File: src/rtl/vga_timing_gen_if.sv
// rtl/vga_timing_gen_if.sv - pixel coordinate, sync and colour bundle between timing generator and sprite/DAC side
interface vga_timing_gen_if;
  logic [5:0] rgb_in;
  logic [9:0] hcount;
  logic [9:0] vcount;
  logic       active;
  logic       frame_start;
  logic       hsync;
  logic       vsync;
  logic [5:0] rgb_out;

  // timing generator side
  modport master (
    input  rgb_in,
    output hcount, vcount, active, frame_start, hsync, vsync, rgb_out
  );

  // sprite path / DAC side
  modport slave (
    output rgb_in,
    input  hcount, vcount, active, frame_start, hsync, vsync, rgb_out
  );
endinterface

File: src/rtl/vga_timing_gen.sv
// rtl/vga_timing_gen.sv - VGA counters, sync generation and 2-cycle colour pipeline; VGA_TEST_PATTERN_EN selects colour bars
module vga_timing_gen #(
  parameter int H_VISIBLE = 640,
  parameter int H_FP      = 16,
  parameter int H_SYNC    = 96,
  parameter int H_BP      = 48,
  parameter int V_VISIBLE = 480,
  parameter int V_FP      = 10,
  parameter int V_SYNC    = 2,
  parameter int V_BP      = 33
) (
  input logic             clk,
  input logic             rst,
  vga_timing_gen_if.master vga
);

  localparam int H_TOTAL = H_VISIBLE + H_FP + H_SYNC + H_BP;
  localparam int V_TOTAL = V_VISIBLE + V_FP + V_SYNC + V_BP;

  localparam logic [9:0] H_LAST    = 10'(H_TOTAL - 1);
  localparam logic [9:0] V_LAST    = 10'(V_TOTAL - 1);
  localparam logic [9:0] H_VIS     = 10'(H_VISIBLE);
  localparam logic [9:0] V_VIS     = 10'(V_VISIBLE);
  localparam logic [9:0] H_SYNC_LO = 10'(H_VISIBLE + H_FP);
  localparam logic [9:0] H_SYNC_HI = 10'(H_VISIBLE + H_FP + H_SYNC);
  localparam logic [9:0] V_SYNC_LO = 10'(V_VISIBLE + V_FP);
  localparam logic [9:0] V_SYNC_HI = 10'(V_VISIBLE + V_FP + V_SYNC);

  logic [9:0] hcount;
  logic [9:0] vcount;
  logic       active;
  logic       hs_raw;
  logic       vs_raw;

  // stage 1: tags of the coordinate issued last cycle
  logic       s1_active;
  logic       s1_hs;
  logic       s1_vs;

  // stage 2: outputs to the DAC
  logic       hsync_q;
  logic       vsync_q;
  logic [5:0] rgb_q;

  // Raster counters: vcount steps only on the hcount wrap cycle
  always_ff @(posedge clk) begin
    if (rst) begin
      hcount <= '0;
      vcount <= '0;
    end else if (hcount == H_LAST) begin
      hcount <= '0;
      vcount <= (vcount == V_LAST) ? 10'd0 : vcount + 10'd1;
    end else begin
      hcount <= hcount + 10'd1;
    end
  end

  assign active = (hcount < H_VIS) && (vcount < V_VIS);
  assign hs_raw = !((hcount >= H_SYNC_LO) && (hcount < H_SYNC_HI));
  assign vs_raw = !((vcount >= V_SYNC_LO) && (vcount < V_SYNC_HI));

`ifdef VGA_TEST_PATTERN_EN
  logic [2:0] bar;
  logic [2:0] s1_bar;
  logic       unused_rgb_in;

  // Bars are 80 px wide, so the bar index is the quotient of the visible column
  assign bar           = 3'(hcount / 10'd80);
  assign unused_rgb_in = ^vga.rgb_in;

  // Stage 1 also carries the bar index so colour stays aligned with sync
  always_ff @(posedge clk) begin
    if (rst) s1_bar <= '0;
    else     s1_bar <= bar;
  end
`endif

  // Stage 1 tagging of coordinate t; rgb_in for t arrives during the following cycle
  always_ff @(posedge clk) begin
    if (rst) begin
      s1_active <= 1'b0;
      s1_hs     <= 1'b1;
      s1_vs     <= 1'b1;
    end else begin
      s1_active <= active;
      s1_hs     <= hs_raw;
      s1_vs     <= vs_raw;
    end
  end

  // Stage 2 output register: colour blanked outside the visible area
  always_ff @(posedge clk) begin
    if (rst) begin
      hsync_q <= 1'b1;
      vsync_q <= 1'b1;
      rgb_q   <= '0;
    end else begin
      hsync_q <= s1_hs;
      vsync_q <= s1_vs;
`ifdef VGA_TEST_PATTERN_EN
      rgb_q   <= s1_active ? {s1_bar[2], s1_bar[2], s1_bar[1], s1_bar[1], s1_bar[0], s1_bar[0]} : 6'd0;
`else
      rgb_q   <= s1_active ? vga.rgb_in : 6'd0;
`endif
    end
  end

  assign vga.hcount      = hcount;
  assign vga.vcount      = vcount;
  assign vga.active      = active;
  assign vga.frame_start = (hcount == 10'd0) && (vcount == 10'd0);
  assign vga.hsync       = hsync_q;
  assign vga.vsync       = vsync_q;
  assign vga.rgb_out     = rgb_q;

endmodule

File: src/flat_wrapper.sv
// flat-port wrapper written by rule: the top's interface ports become plain ports
module vga_timing_gen_flat 
#(
  parameter int H_VISIBLE = 640,
  parameter int H_FP      = 16,
  parameter int H_SYNC    = 96,
  parameter int H_BP      = 48,
  parameter int V_VISIBLE = 480,
  parameter int V_FP      = 10,
  parameter int V_SYNC    = 2,
  parameter int V_BP      = 33
)
  (clk, rst, vga_rgb_in, vga_hcount, vga_vcount, vga_active, vga_frame_start, vga_hsync, vga_vsync, vga_rgb_out);
  vga_timing_gen_if vga_i ();
  input logic clk;
  input logic rst;
  input wire logic [$bits(vga_i.rgb_in)-1:0] vga_rgb_in;
  output wire logic [$bits(vga_i.hcount)-1:0] vga_hcount;
  output wire logic [$bits(vga_i.vcount)-1:0] vga_vcount;
  output wire logic [$bits(vga_i.active)-1:0] vga_active;
  output wire logic [$bits(vga_i.frame_start)-1:0] vga_frame_start;
  output wire logic [$bits(vga_i.hsync)-1:0] vga_hsync;
  output wire logic [$bits(vga_i.vsync)-1:0] vga_vsync;
  output wire logic [$bits(vga_i.rgb_out)-1:0] vga_rgb_out;
  assign vga_i.rgb_in = vga_rgb_in;
  assign vga_hcount = vga_i.hcount;
  assign vga_vcount = vga_i.vcount;
  assign vga_active = vga_i.active;
  assign vga_frame_start = vga_i.frame_start;
  assign vga_hsync = vga_i.hsync;
  assign vga_vsync = vga_i.vsync;
  assign vga_rgb_out = vga_i.rgb_out;
  vga_timing_gen #(.H_VISIBLE(H_VISIBLE), .H_FP(H_FP), .H_SYNC(H_SYNC), .H_BP(H_BP), .V_VISIBLE(V_VISIBLE), .V_FP(V_FP), .V_SYNC(V_SYNC), .V_BP(V_BP)) u_core (.clk(clk), .rst(rst), .vga(vga_i));
endmodule
File: config.mk
export PLATFORM = sky130hd
export DESIGN_NAME = vga_timing_gen_flat
export DESIGN_NICKNAME = d
export VERILOG_FILES = /design/src/rtl/vga_timing_gen_if.sv /design/src/rtl/vga_timing_gen.sv /design/src/flat_wrapper.sv
export SDC_FILE = /design/constraint.sdc
export NUM_CORES = 1
export LEC_CHECK = 0
export CORE_MARGIN = 2
export CORE_UTILIZATION = 45
export DETAILED_ROUTE_END_ITERATION = 16
export MAX_ROUTING_LAYER = met4
export PLACE_DENSITY = 0.76
export SYNTH_ARGS = -nofsm -noshare
export SYNTH_HDL_FRONTEND = slang
export SYNTH_SLANG_ARGS = --single-unit
export TNS_END_PERCENT = 20
File: constraint.sdc
create_clock -name clk -period 4 [get_ports clk]
set_input_delay 0.4 -clock clk [delete_from_list [all_inputs] [get_ports clk]]
set_output_delay 0.4 -clock clk [all_outputs]
set_load 0.1 [all_outputs]
==> impl_metrics.toml <==
[worst_setup_path]
timing.critical_path.to = "vga_frame_start"
timing.critical_path.arrival_ns = 2.58
critical_path_peak_fanout = 6
reg2regPathDepth = 5
worst_setup_ep_type = "output pin"
regToRegSetupSlack_ns = 1.97
r2r-end = "u_core.vga.vcount[5]"
regToRegStartpoint = "u_core.vga.hcount[0]"
critical_path_required_ns = 3.60
worstSetupStartpointType = "flip-flop"
setup.worst_path.class = "reg2out"
timing.critical_path.from = "u_core.vga.hcount[0]"

[route]
ant_nets = 0
totalWireLength_um = 2910
avgViaCountPerCell = 5.40
detail_route.wl_per_cell_um = 13.5
drt_iter0_markers = 37
firstDrtPassIters = 10
dr_total_vias = 1167
drc = 4

[sta]
final_min_period_over_clock_period_pct = 74.6
skew_ns = 0.0103
final-hold-violation-count = 0
finalSetupViolations = 0
setup_ws_ns = 1.02
timing.slew.headroom_pct = 34.2
highest_achievable_clock_rate_mhz = 335
fin_tns_setup_ns = 0
grt_setup_unrepaired = "false"
max_slew_violation_total_from_the_final_report = 0
post-route-min-period_ns = 2.98
timing_worst_slew_pin_value_ns = 0.985

[yosys]
ys_async_sr_fraction_pct = 0
number_of_flops_mapped_to_enable_cells_by_yosys = 0
synth-compound-area-share_pct = 5.38
synthesis.yosys.warnings = 0
synthesis.instances = 147
synth_seq_cells = 31
yosys_most_used_dff = "dfxtp_1"
synthXorXnorAreaFrac_pct = 8.44
post_synth.cell_area_avg_um2 = 9.18
synth_fp_nets = 159
largest_family_of_logic_cells_by_synthesized_area = "simple AND/OR/NAND/NOR gates"
synth.yosys.seq_area_share_pct = 46.0
synth.area.mux_share_pct = 0
synthesis.area_um2 = 1350
post_synth_num_cell_types = 34
post_synth_simple_gate_area_pct = 31.8
synth-adder-area-share_pct = 3.71

[clock_network]
cts_tree = "built"
cts_root_buffer = "clkbuf_4"
post-cts-setup-buffers = 0
tritoncts.num_buffers = 5
clk-insertion-delay-late_ns = 0.34
cts.reportedPaths.clkPinSlew_ns = 0.09
ctsResizeCount = 0
clk_path_buf_depth = 2
clock_tree.htree_level_count = 2
numClockSinks = 31
holdBufCountCts = 0

[status]
outcome = "finished, violations left"
failing_checks = "design-rule violations"

[final_layout]
drive_above_1_share_pct = 7.57
postLayoutCoreUtil_pct = 64.2
flow.area_growth_from_synthesis_pct = 33.5
fillerInstances = 250
diodes = 0
final_cell_mix = "clkdlybuf4s50_1 (37), dfxtp_1 (31), nor2_1 (13)"
mostFrequentLayoutCell = "clkdlybuf4s50_1"
finish.net_count = 196
finalNonFillerCells = 216

[placed_design]
place_ws_ns = 1.39
globalplace.congestion = 0.824
final_hpwl_dp_um = 2120
io_buffers = 37
dpl.cell_count = 208

[hold_path]
hp-class = "reg2reg"

[floorplan]
die-width_um = 58.7
dieArea_um2 = 3450
floorplan.core_area_um2 = 2810
io_pins = 38
rows = 19
die_h_um = 58.7
floorplan.initialDensity_pct = 48.1

[global_routing]
number_of_antenna_violations_at_the_first_check_in_global_routing = 0
first_global_vias = 1065
globalRouteOverflowTotal = 0
grt_first_pass_wirelength_um = 4690
grt_start_max_net_pins = 20
gr-usage-all-layers_pct = 18.7

[power]
design_power_total_w = 0.000662
power.static_leakage_nw = 0.646
ir_worst_vdd_mv = 0.221
power_density_nw_per_um2 = 368

[job]
drv.max_cap_violation_count = 0
## power breakdown
part	switching (W)	total, W	internal (W)
Clock	0.000111	0.000259	0.000148
Combinational	0.0000612	0.0000848	0.0000236
Sequential	0.00000466	0.000319	0.000314
Total	0.000177	0.000662	0.000485
## logic make-up (layout without fill, tap and decap cells)
group                    after synthesis  after routing
AO/OA/AOI/OAI                         13             13
XOR/XNOR                              13             13
adder cells (fa/ha/maj)                4              4
buffers and inverters                 12             50
flip-flops                            31             31
AND/OR/NAND/NOR                       74             74
## critical path, cell delays in order (launching register included)
cell and delay, ns:
dfxtp_1 0.36, inv_1 0.07, ha_1 0.14, nor4b_1 0.28, nand4_1 0.13, nor2_1 0.12, clkdlybuf4s50_1 1.14
## through the flow
stage	hold WS, ns	cell area, µm²
floorplan	0.389	1350
global placement	0.394	1710
detailed placement	0.394	1710
CTS	0.424	1800
global route	0.441	1800
finish	0.420	1800
## Yosys cell counts, types with 2 or more instances
| cell | number | area [µm²] |
|---|---|---|
| inv_1 | 5 | 18.8 |
| and3_1 | 3 | 18.8 |
| xnor2_1 | 6 | 52.6 |
| nand4_1 | 8 | 50.1 |
| ha_1 | 4 | 50.1 |
| nor3_1 | 10 | 50.1 |
| nor2b_1 | 2 | 12.5 |
| nor4_1 | 2 | 12.5 |
| or3_1 | 2 | 12.5 |
| nor2_1 | 13 | 48.8 |
| or2_2 | 2 | 12.5 |
| xor2_1 | 7 | 61.3 |
| o21ai_0 | 5 | 25.0 |
| and4_1 | 3 | 26.3 |
| and2_1 | 7 | 43.8 |
| nand2_1 | 10 | 37.5 |
| buf_6 | 2 | 22.5 |
| a21oi_1 | 5 | 25.0 |
| clkbuf_1 | 2 | 7.51 |
| nand3_1 | 5 | 25.0 |
| dfxtp_1 | 31 | 621 |
## how the worst min path moves through the flow
stage	from	to	slack, ns	depth (start not counted)
after floorplan	u_core.s1_hs	u_core.vga.hsync	0.39	1
after global placement	u_core.s1_hs	u_core.vga.hsync	0.39	1
after detailed placement	u_core.s1_hs	u_core.vga.hsync	0.39	1
after CTS	u_core.s1_vs	u_core.vga.vsync	0.42	1
after global routing	u_core.s1_hs	u_core.vga.hsync	0.44	1
final	u_core.s1_vs	u_core.vga.vsync	0.42	1
## cell type report
cell class | count | area (µm²) | area share, %
Timing Repair Buffer | 37 | 370 | 20.6
Clock buffer | 6 | 51.3 | 2.85
Clock inverter | 2 | 35.0 | 1.95
Multi-Input combinational cell | 104 | 666 | 37.0
Tap cell | 31 | 38.8 | 2.15
Inverter | 5 | 18.8 | 1.04
Sequential cell | 31 | 621 | 34.5
## sequential cells by signal (all words and copies together), names as in the netlist
| name | cells |
|---|---|
| u_core.s1_hs | 1 |
| u_core.vga.hsync | 1 |
| u_core.vga.vsync | 1 |
| u_core.s1_vs | 1 |
| u_core.vga.rgb_out | 6 |
| u_core.s1_active | 1 |
| u_core.vga.vcount | 10 |
| u_core.vga.hcount | 10 |
## layer usage
layer | wire length (µm) | part of all wire, % | vias up | GRT usage (%)
met2 | 1390 | 48 | 33 | 30.0
li1 | - | - | 583 | -
met4 | 45 | 1.5 | 0 | 6.82
met5 | 0 | 0 | - | -
met1 | 1310 | 45 | 545 | 21.2
met3 | 163 | 5.6 | 6 | 6.81
Note: power is estimated with default switching activity, not from simulation.
